File: src/rtl/alu_seq_top.sv
// Debounced push-to-execute ALU with registered result, carry/borrow and unsigned comparator.
// The result is shown as hex on a scanned, active-low seven-segment display.
module alu_seq_top #(
    parameter int          WIDTH        = 8,
    parameter logic [15:0] DEBOUNCE_CYC = 16'd50000,
    parameter logic [15:0] REFRESH_DIV  = 16'd50000
) (
    input  logic                   clk,
    input  logic                   rst_n,
    input  logic [WIDTH-1:0]       sw_x,
    input  logic [WIDTH-1:0]       sw_y,
    input  logic [1:0]             op_sel,
    input  logic                   btn_go,
    output logic [WIDTH-1:0]       result,
    output logic                   carry,
    output logic [2:0]             comparator_out,
    output logic                   done,
    output logic                   busy,
    output logic [7:0]             ssd,
    output logic [WIDTH/4-1:0]     an
);
    localparam int NDIG  = WIDTH / 4;
    localparam int DIG_W = (NDIG > 1) ? $clog2(NDIG) : 1;

    typedef enum logic [2:0] {S_IDLE, S_PRESS, S_EXEC, S_CALC, S_RELEASE} state_t;

    state_t             state_q, state_d;
    logic               sync1_q, sync2_q;
    logic [15:0]        deb_q, deb_d;
    logic [WIDTH-1:0]   x_q, y_q;
    logic [1:0]         op_q;
    logic [WIDTH-1:0]   res_q, res_d;
    logic               carry_q, carry_d;
    logic [2:0]         cmp_q, cmp_d;
    logic               done_q;
    logic [15:0]        scan_q;
    logic [DIG_W-1:0]   dig_q, dig_d;
    logic [NDIG-1:0]    an_q;
    logic [WIDTH:0]     sum_w, diff_w;
    logic [3:0]         nibble;

    function automatic logic [6:0] hex7(input logic [3:0] n);
        case (n)
            4'h0: hex7 = 7'b1000000;
            4'h1: hex7 = 7'b1111001;
            4'h2: hex7 = 7'b0100100;
            4'h3: hex7 = 7'b0110000;
            4'h4: hex7 = 7'b0011001;
            4'h5: hex7 = 7'b0010010;
            4'h6: hex7 = 7'b0000010;
            4'h7: hex7 = 7'b1111000;
            4'h8: hex7 = 7'b0000000;
            4'h9: hex7 = 7'b0010000;
            4'hA: hex7 = 7'b0001000;
            4'hB: hex7 = 7'b0000011;
            4'hC: hex7 = 7'b1000110;
            4'hD: hex7 = 7'b0100001;
            4'hE: hex7 = 7'b0000110;
            default: hex7 = 7'b0001110;
        endcase
    endfunction

    always_ff @(posedge clk or negedge rst_n) begin
        if (!rst_n) begin
            sync1_q <= 1'b0;
            sync2_q <= 1'b0;
            state_q <= S_IDLE;
            deb_q   <= '0;
        end else begin
            sync1_q <= btn_go;
            sync2_q <= sync1_q;
            state_q <= state_d;
            deb_q   <= deb_d;
        end
    end

    // PRESS leaves on the cycle its incremented count reaches DEBOUNCE_CYC-1;
    // RELEASE needs DEBOUNCE_CYC consecutive low cycles.
    always_comb begin
        state_d = state_q;
        deb_d   = deb_q;
        case (state_q)
            S_IDLE: begin
                if (sync2_q) begin
                    state_d = S_PRESS;
                    deb_d   = '0;
                end
            end
            S_PRESS: begin
                if (!sync2_q) begin
                    state_d = S_IDLE;
                    deb_d   = '0;
                end else if (deb_q + 16'd1 >= DEBOUNCE_CYC - 16'd1) begin
                    state_d = S_EXEC;
                    deb_d   = '0;
                end else begin
                    deb_d = deb_q + 16'd1;
                end
            end
            S_EXEC: state_d = S_CALC;
            S_CALC: begin
                state_d = S_RELEASE;
                deb_d   = '0;
            end
            S_RELEASE: begin
                if (sync2_q) begin
                    deb_d = '0;
                end else if (deb_q >= DEBOUNCE_CYC - 16'd1) begin
                    state_d = S_IDLE;
                    deb_d   = '0;
                end else begin
                    deb_d = deb_q + 16'd1;
                end
            end
            default: begin
                state_d = S_IDLE;
                deb_d   = '0;
            end
        endcase
    end

    always_comb begin
        sum_w   = {1'b0, x_q} + {1'b0, y_q};
        diff_w  = {1'b0, x_q} - {1'b0, y_q};
        res_d   = '0;
        carry_d = 1'b0;
        case (op_q)
            2'b00:   {carry_d, res_d} = sum_w;
            2'b01:   {carry_d, res_d} = diff_w;
            2'b10:   res_d = x_q & y_q;
            default: res_d = x_q ^ y_q;
        endcase
        if (x_q > y_q)       cmp_d = 3'b100;
        else if (x_q == y_q) cmp_d = 3'b010;
        else                 cmp_d = 3'b001;
    end

    always_ff @(posedge clk or negedge rst_n) begin
        if (!rst_n) begin
            x_q     <= '0;
            y_q     <= '0;
            op_q    <= 2'b00;
            res_q   <= '0;
            carry_q <= 1'b0;
            cmp_q   <= 3'b000;
            done_q  <= 1'b0;
        end else begin
            done_q <= (state_q == S_CALC);
            if (state_q == S_EXEC) begin
                x_q  <= sw_x;
                y_q  <= sw_y;
                op_q <= op_sel;
            end
            if (state_q == S_CALC) begin
                res_q   <= res_d;
                carry_q <= carry_d;
                cmp_q   <= cmp_d;
            end
        end
    end

    assign dig_d = (dig_q == DIG_W'(NDIG - 1)) ? '0 : dig_q + 1'b1;

    // an is registered together with the digit index so the enables switch cleanly on wrap.
    always_ff @(posedge clk or negedge rst_n) begin
        if (!rst_n) begin
            scan_q <= '0;
            dig_q  <= '0;
            an_q   <= ~NDIG'(1);
        end else if (scan_q == REFRESH_DIV - 16'd1) begin
            scan_q <= '0;
            dig_q  <= dig_d;
            an_q   <= ~(NDIG'(1) << dig_d);
        end else begin
            scan_q <= scan_q + 16'd1;
        end
    end

    always_comb begin
        nibble = res_q[4*int'(dig_q) +: 4];
        ssd    = {~(carry_q && (dig_q == DIG_W'(NDIG - 1))), hex7(nibble)};
    end

    assign result         = res_q;
    assign carry          = carry_q;
    assign comparator_out = cmp_q;
    assign done           = done_q;
    assign busy           = (state_q != S_IDLE);
    assign an             = an_q;

endmodule
File: config.mk
export PLATFORM = sky130hd
export DESIGN_NAME = alu_seq_top
export DESIGN_NICKNAME = d
export VERILOG_FILES = /design/src/rtl/alu_seq_top.sv
export SDC_FILE = /design/constraint.sdc
export NUM_CORES = 1
export LEC_CHECK = 0
export BUFFER_PORTS_ARGS = -buffer_cell sky130_fd_sc_hd__buf_2
export CORE_MARGIN = 4
export CORE_UTILIZATION = 45
export DETAILED_ROUTE_END_ITERATION = 12
export GPL_TIMING_DRIVEN = 0
export SYNTH_ARGS = -nofsm -noshare
export SYNTH_HDL_FRONTEND = slang
export SYNTH_SLANG_ARGS = --single-unit
export TNS_END_PERCENT = 20
File: constraint.sdc
create_clock -name clk -period 6.5 [get_ports clk]
set_input_delay 0.325 -clock clk [delete_from_list [all_inputs] [get_ports clk]]
set_output_delay 0.325 -clock clk [all_outputs]
set_load 0.01 [all_outputs]
; Yosys cells after proc, flatten, opt, wreduce, memory -nomap -nowiden
; Memory sizes are Yosys's and may differ from the RTL's.
; Cells that the tools add are included.
[totals]
romBits = 112
register_bits = 71
elab_cells = 66
memories = 1
[memory_table]
columns = name, words, word_bits, read_ports, rd_clocked_by_memory_dff, wr, line
row1 = (no name shown), 16, 7, 1, 0, 0, 43  ; case (n)
[classes]
n_mux = 18
n_reduce_logical = 6
n_addsub = 5
n_bitwise = 5
shift = 2
order_cmp = 3
n_eq_ne = 12
[ops]
columns = op, n
row1 = 16-bit 2-to-1 mux, 6
row2 = 16-bit case mux with 4 select lines, 1
row3 = "16-bit by 1-bit adder with 16-bit output, second input constant", 2
row4 = "16-bit >= comparator, second input constant", 2
row5 = 8-bit case mux with 3 select lines, 1
row6 = 3-bit 2-to-1 mux, 6
row7 = "16-bit equality test, second input constant", 1
row8 = 3-bit case mux with 5 select lines, 1
row9 = 8-bit by 8-bit adder with 9-bit output, 1
row10 = 8-bit by 8-bit subtractor with 9-bit output, 1
row11 = 8-bit AND, 1
row12 = 8-bit equality test, 1
row13 = 8-bit > comparator, 1
row14 = 8-bit by 4-bit indexed part select with 4-bit output, 1
row15 = 8-bit XOR, 1
row16 = "3-bit by 2-bit equality test with 1-bit output, second input constant", 2
row17 = "2-bit != test, second input constant", 3
row18 = 4-bit AND reduction, 1
row19 = "3-bit by 1-bit equality test with 1-bit output, second input constant", 1
row20 = "3-bit equality test, second input constant", 1
row21 = 3-bit logical NOT, 1
row22 = "3-bit != test, second input constant", 1
row23 = 3-bit nonzero test, 1
row24 = "2-bit by 1-bit equality test with 1-bit output, second input constant", 1
row25 = 11 further kinds, 12

; Longest topological paths before layout
[logic_depth]
depth_word = 5
ltp_mapped = 12

; Worst setup path before layout
; OpenSTA, ideal clock, no wires.
[synth_timing]
path_kind = flip-flop to flip-flop
start = register deb_q[0]
end = register deb_q[15]
t_arrival_ps = 2312
path_stages_with_launch = 11
path_slack_ps = 4098
setup_time_ps = 90
required_time_ps = 6410
cell_sequence = dfrtp_1 > ha_1 > nand3_2 > nor3_1 > xor2_1 > o31ai_1 > o22ai_2 > o32a_2 > buf_6 > buf_12 > o31ai_4
[synth_between]
elab_chain_cells = 5
[synth_rtl]
columns = element, line
row1 = "start, declared", 29  ; logic [15:0] deb_q, deb_d;
row2 = "start signal, assigned", 68  ; deb_q <= '0;
row3 = "start signal, assigned", 73  ; deb_q <= deb_d;
row4 = 16-bit by 1-bit adder with 16-bit output, "93, 97, 112"
row5 = 16-bit >= comparator, 93  ; end else if (deb_q + 16'd1 >= DEBOUNCE_CYC - 16'd1) begin
row6 = 16-bit 2-to-1 mux, 93
row7 = 16-bit 2-to-1 mux, 90  ; if (!sync2_q) begin
row8 = 16-bit case mux with 4 select lines (*), 82  ; case (state_q)
; Every way passes the cells marked *; elsewhere a longest branch is shown, timed or not.
; A chain may end at the register's enable or synchronous reset.

==> reports/metrics.csv <==
stage;metric;value;unit
sta;fmax;346;MHz
synth;Yosys top cell area share;0.378;
cts;Clk Latency, worst-skew pair;0.35;ns
job;Max-cap violations;0;
cts;Worst-path clk slew;0.08;ns
sta;worst-margin pin slew;0.826;ns
cells_and_area;FF+latch area;0.00175;mm^2
critical_path;r2r startpoint;deb_q[0]$_DFFE_PN0P_;
cells_and_area;Finished Layout Cells;696;
critical_path;Reg2Reg Depth;10;
pwr;sw frac;0.231;
grt;number of global-route vias before repair;3727;
grt;first-pass GRT wire length;18.1;mm
routing;DR WL/cell;14.8;um
synth;sequential area share after synthesis;0.384;
pwr;Comb power frac;0.039;
sta;fin crit share;0.445;
cells_and_area;Synth-to-Final Area Change;14.2;%
critical_path;Crit. End Element;output pin;
hold_path;hold path start;btn_go;
critical_path;nature of the critical path startpoint;flop;
synth;FF+latch count, synth;70;
cts;clk sinks;70;
critical_path;Crit path arrival time;2.57;ns
sta;TNS Setup;0;ns
cells_and_area;share of cells above drive strength 1;0.195;
pwr;peak supply drop;0.000133;V
synth;EDFF count, synth;0;
placement;gp weighted congestion;0.878;
synth;cells taking the most area after synthesis;dfrtp_1, ha_1, nand2_1;
cells_and_area;commonest cells after routing, fill and taps aside;dfrtp_1, nand2_1, buf_2;
routing;final WL;10.3;mm
pwr;Reg power frac;0.498;
synth;mapped cell area;0.00457;mm^2
critical_path;CP max FO;9;
cells_and_area;most common cell after layout, fill and taps aside;dfrtp_1;
outcome;status;completed;
routing;DRC;0;
pwr;clock network fraction of total power;0.464;
sta;Final min period;2.89;ns
synth;Synth Warn #;0;
sta;Pins Over Slew Limit;0;
grt;GRT Residual Overflow;0;
sta;clk_skew;0.00689;ns
pwr;P_int;0.678;mW
hold_path;Hold Path Depth;1;
grt;initial antenna violation count;0;
placement;Detail Placement HPWL;7.57;mm
sta;number of setup violations in the final report;0;
routing;post-DR vias/cell;5.47;
critical_path;beginning of the critical path;an[0]$_DFFE_PN0N_;
grt;largest net degree at the start of global routing;39;
critical_path;R2R Setup Slk;3.63;ns
sta;final hold slack;0.0770;ns
routing;Post-DRT Antenna Nets;0;
hold_path;Min-Delay Path Class;input port to flop;
floorplan;Row Count;36;
synth;syn avg cell area;9.12;um^2
floorplan;core box area;0.00982;mm^2
floorplan;Starting Density;0.465;
sta;slew margin rel.;0.447;
synth;net count after synthesis;549;
routing;TritonRoute pass-1 iters;5;
pwr;static leakage;2.38;nW
hold_path;WHS Endpoint;sync1_q$_DFF_PN0_;
floorplan;die height;109;um
floorplan;Die ar.;0.0118;mm^2
synth;Top FF cell, synth;dfrtp_1;
synth;FFs w/ async S/R, synth;1.00;
placement;Placed Cells;679;
synth;Post-Synthesis Cells;501;
grt;Total GRT Usage;0.191;
floorplan;I/O pins;45;
cts;TritonCTS clock tree;done;
critical_path;Crit path required time;6.17;ns
cts;clock buffer depth;2;
sta;Fin. Hold Viols;0;
placement;PortBufs;44;
pwr;NetSw;0.204;mW
critical_path;CP Class;flop to output pin;
critical_path;worst r2r dst;deb_q[15]$_DFFE_PN0P_;
cells_and_area;area of the multi-input gates;0.00255;mm^2
routing;Vias;3807;
cts;CTS H-tree depth;3;
cells_and_area;final net count;606;
synth;cell type with the highest aggregate area in the netlist;dfrtp_1;
synth;Distinct cells, synth;68;
floorplan;Die Wd;109;um
routing;First DRT Iteration DRCs;319;
cts;Post-CTS Setup Repair Bufs;0;
cts;Root Buffer;clkbuf_8;
cells_and_area;n_diodes;0;
cells_and_area;# fillers;941;
sta;RSZ-0062 raised after global routing;false;
pwr;PD cells;169;mW/mm^2
cts;total CTS buffers;9;
## per-layer routing
metal,track usage,up-vias,part of all wire
li1,-,1912,-
met1,0.276,1791,0.52
met2,0.286,90,0.42
met3,0.0290,14,0.037
met4,0.0739,0,0.018
met5,0,-,0
## per-stage QoR
| step | power, mW | util | setup slack (ns) | area (um^2) |
|---|---|---|---|---|
| floorplan | 0.461 | - | 4.10 | 4570 |
| global placement | 0.481 | 0.505 | 3.64 | 4960 |
| detailed placement | 0.483 | 0.507 | 3.63 | 4980 |
| CTS | 0.895 | 0.531 | 3.57 | 5220 |
| global route | 0.918 | 0.531 | 3.32 | 5220 |
| finish | 0.882 | 0.531 | 3.61 | 5220 |
## state kept, by name, indices dropped and copies added (netlist names)
name and count:
deb_q 16, scan_q 16, result 8, x_q 8, y_q 8, comparator_out 3
state_q 3, an 2, op_q 2, carry 1, done 1, sync1_q 1
sync2_q 1
## cell families (layout without fill, tap and decap cells)
| family | after synthesis | in the layout | share of synthesized area |
|---|---|---|---|
| adders and majority gates | 27 | 27 | 0.0772 |
| and+or+nand+nor | 173 | 173 | 0.187 |
| AOI/OAI and AO/OA | 131 | 131 | 0.205 |
| DFF | 70 | 70 | 0.384 |
| xor gates and xnor gates | 19 | 19 | 0.0364 |
| buffers and inverters | 60 | 122 | 0.0578 |
| muxes | 21 | 21 | 0.0526 |
## power groups by stage
stage | sequential, mW | combinational, mW | clock [mW]
floorplan | 0.448 | 0.0135 | 0
finish | 0.439 | 0.0340 | 0.409
global route | 0.440 | 0.0389 | 0.439
detailed placement | 0.448 | 0.0346 | 0
global placement | 0.448 | 0.0328 | 0
CTS | 0.439 | 0.0353 | 0.421
## how the worst max path moves through the flow
stage	to	slack, ns
after floorplan	deb_q[15]$_DFFE_PN0P_	4.10
after global placement	deb_q[15]$_DFFE_PN0P_	3.64
after detailed placement	deb_q[15]$_DFFE_PN0P_	3.63
after CTS	ssd[5]	3.57
after global routing	ssd[6]	3.32
final	ssd[5]	3.61
## critical path, stage by stage, from the launching register on
cell and delay [ns]:
dfrtp_1 0.34, clkbuf_1 0.42, mux2i_1 0.53, inv_1 0.17
ha_1 0.25, nand2_1 0.10, o21ai_0 0.09, a22o_1 0.18
buf_2 0.14
## cells in the mapped netlist, types with 10 or more instances
cell      count
o211ai_1     11
dfrtp_1      69
nand2_1      61
mux2_2       14
ha_1         25
nand3_1      15
clkbuf_1     18
a21oi_1      19
xor2_1       10
inv_1        30
nor2_1       35
o21ai_0      36
## final cells by class
class | count | area share
clock inverter | 6 | 0.0177
sequential | 70 | 0.336
clock buffer | 10 | 0.0264
buffer | 30 | 0.0290
tap | 133 | 0.0319
inverter | 30 | 0.0216
multi-input combinational | 371 | 0.489
timing repair buffer | 46 | 0.0484
## repair_timing
action / CTS / global route
gates resized for setup: 0 / 0
hold endpoints to repair: 32 / 0
hold buffers: 1 / 0
No activity file was read; power rests on OpenSTA's default activity.
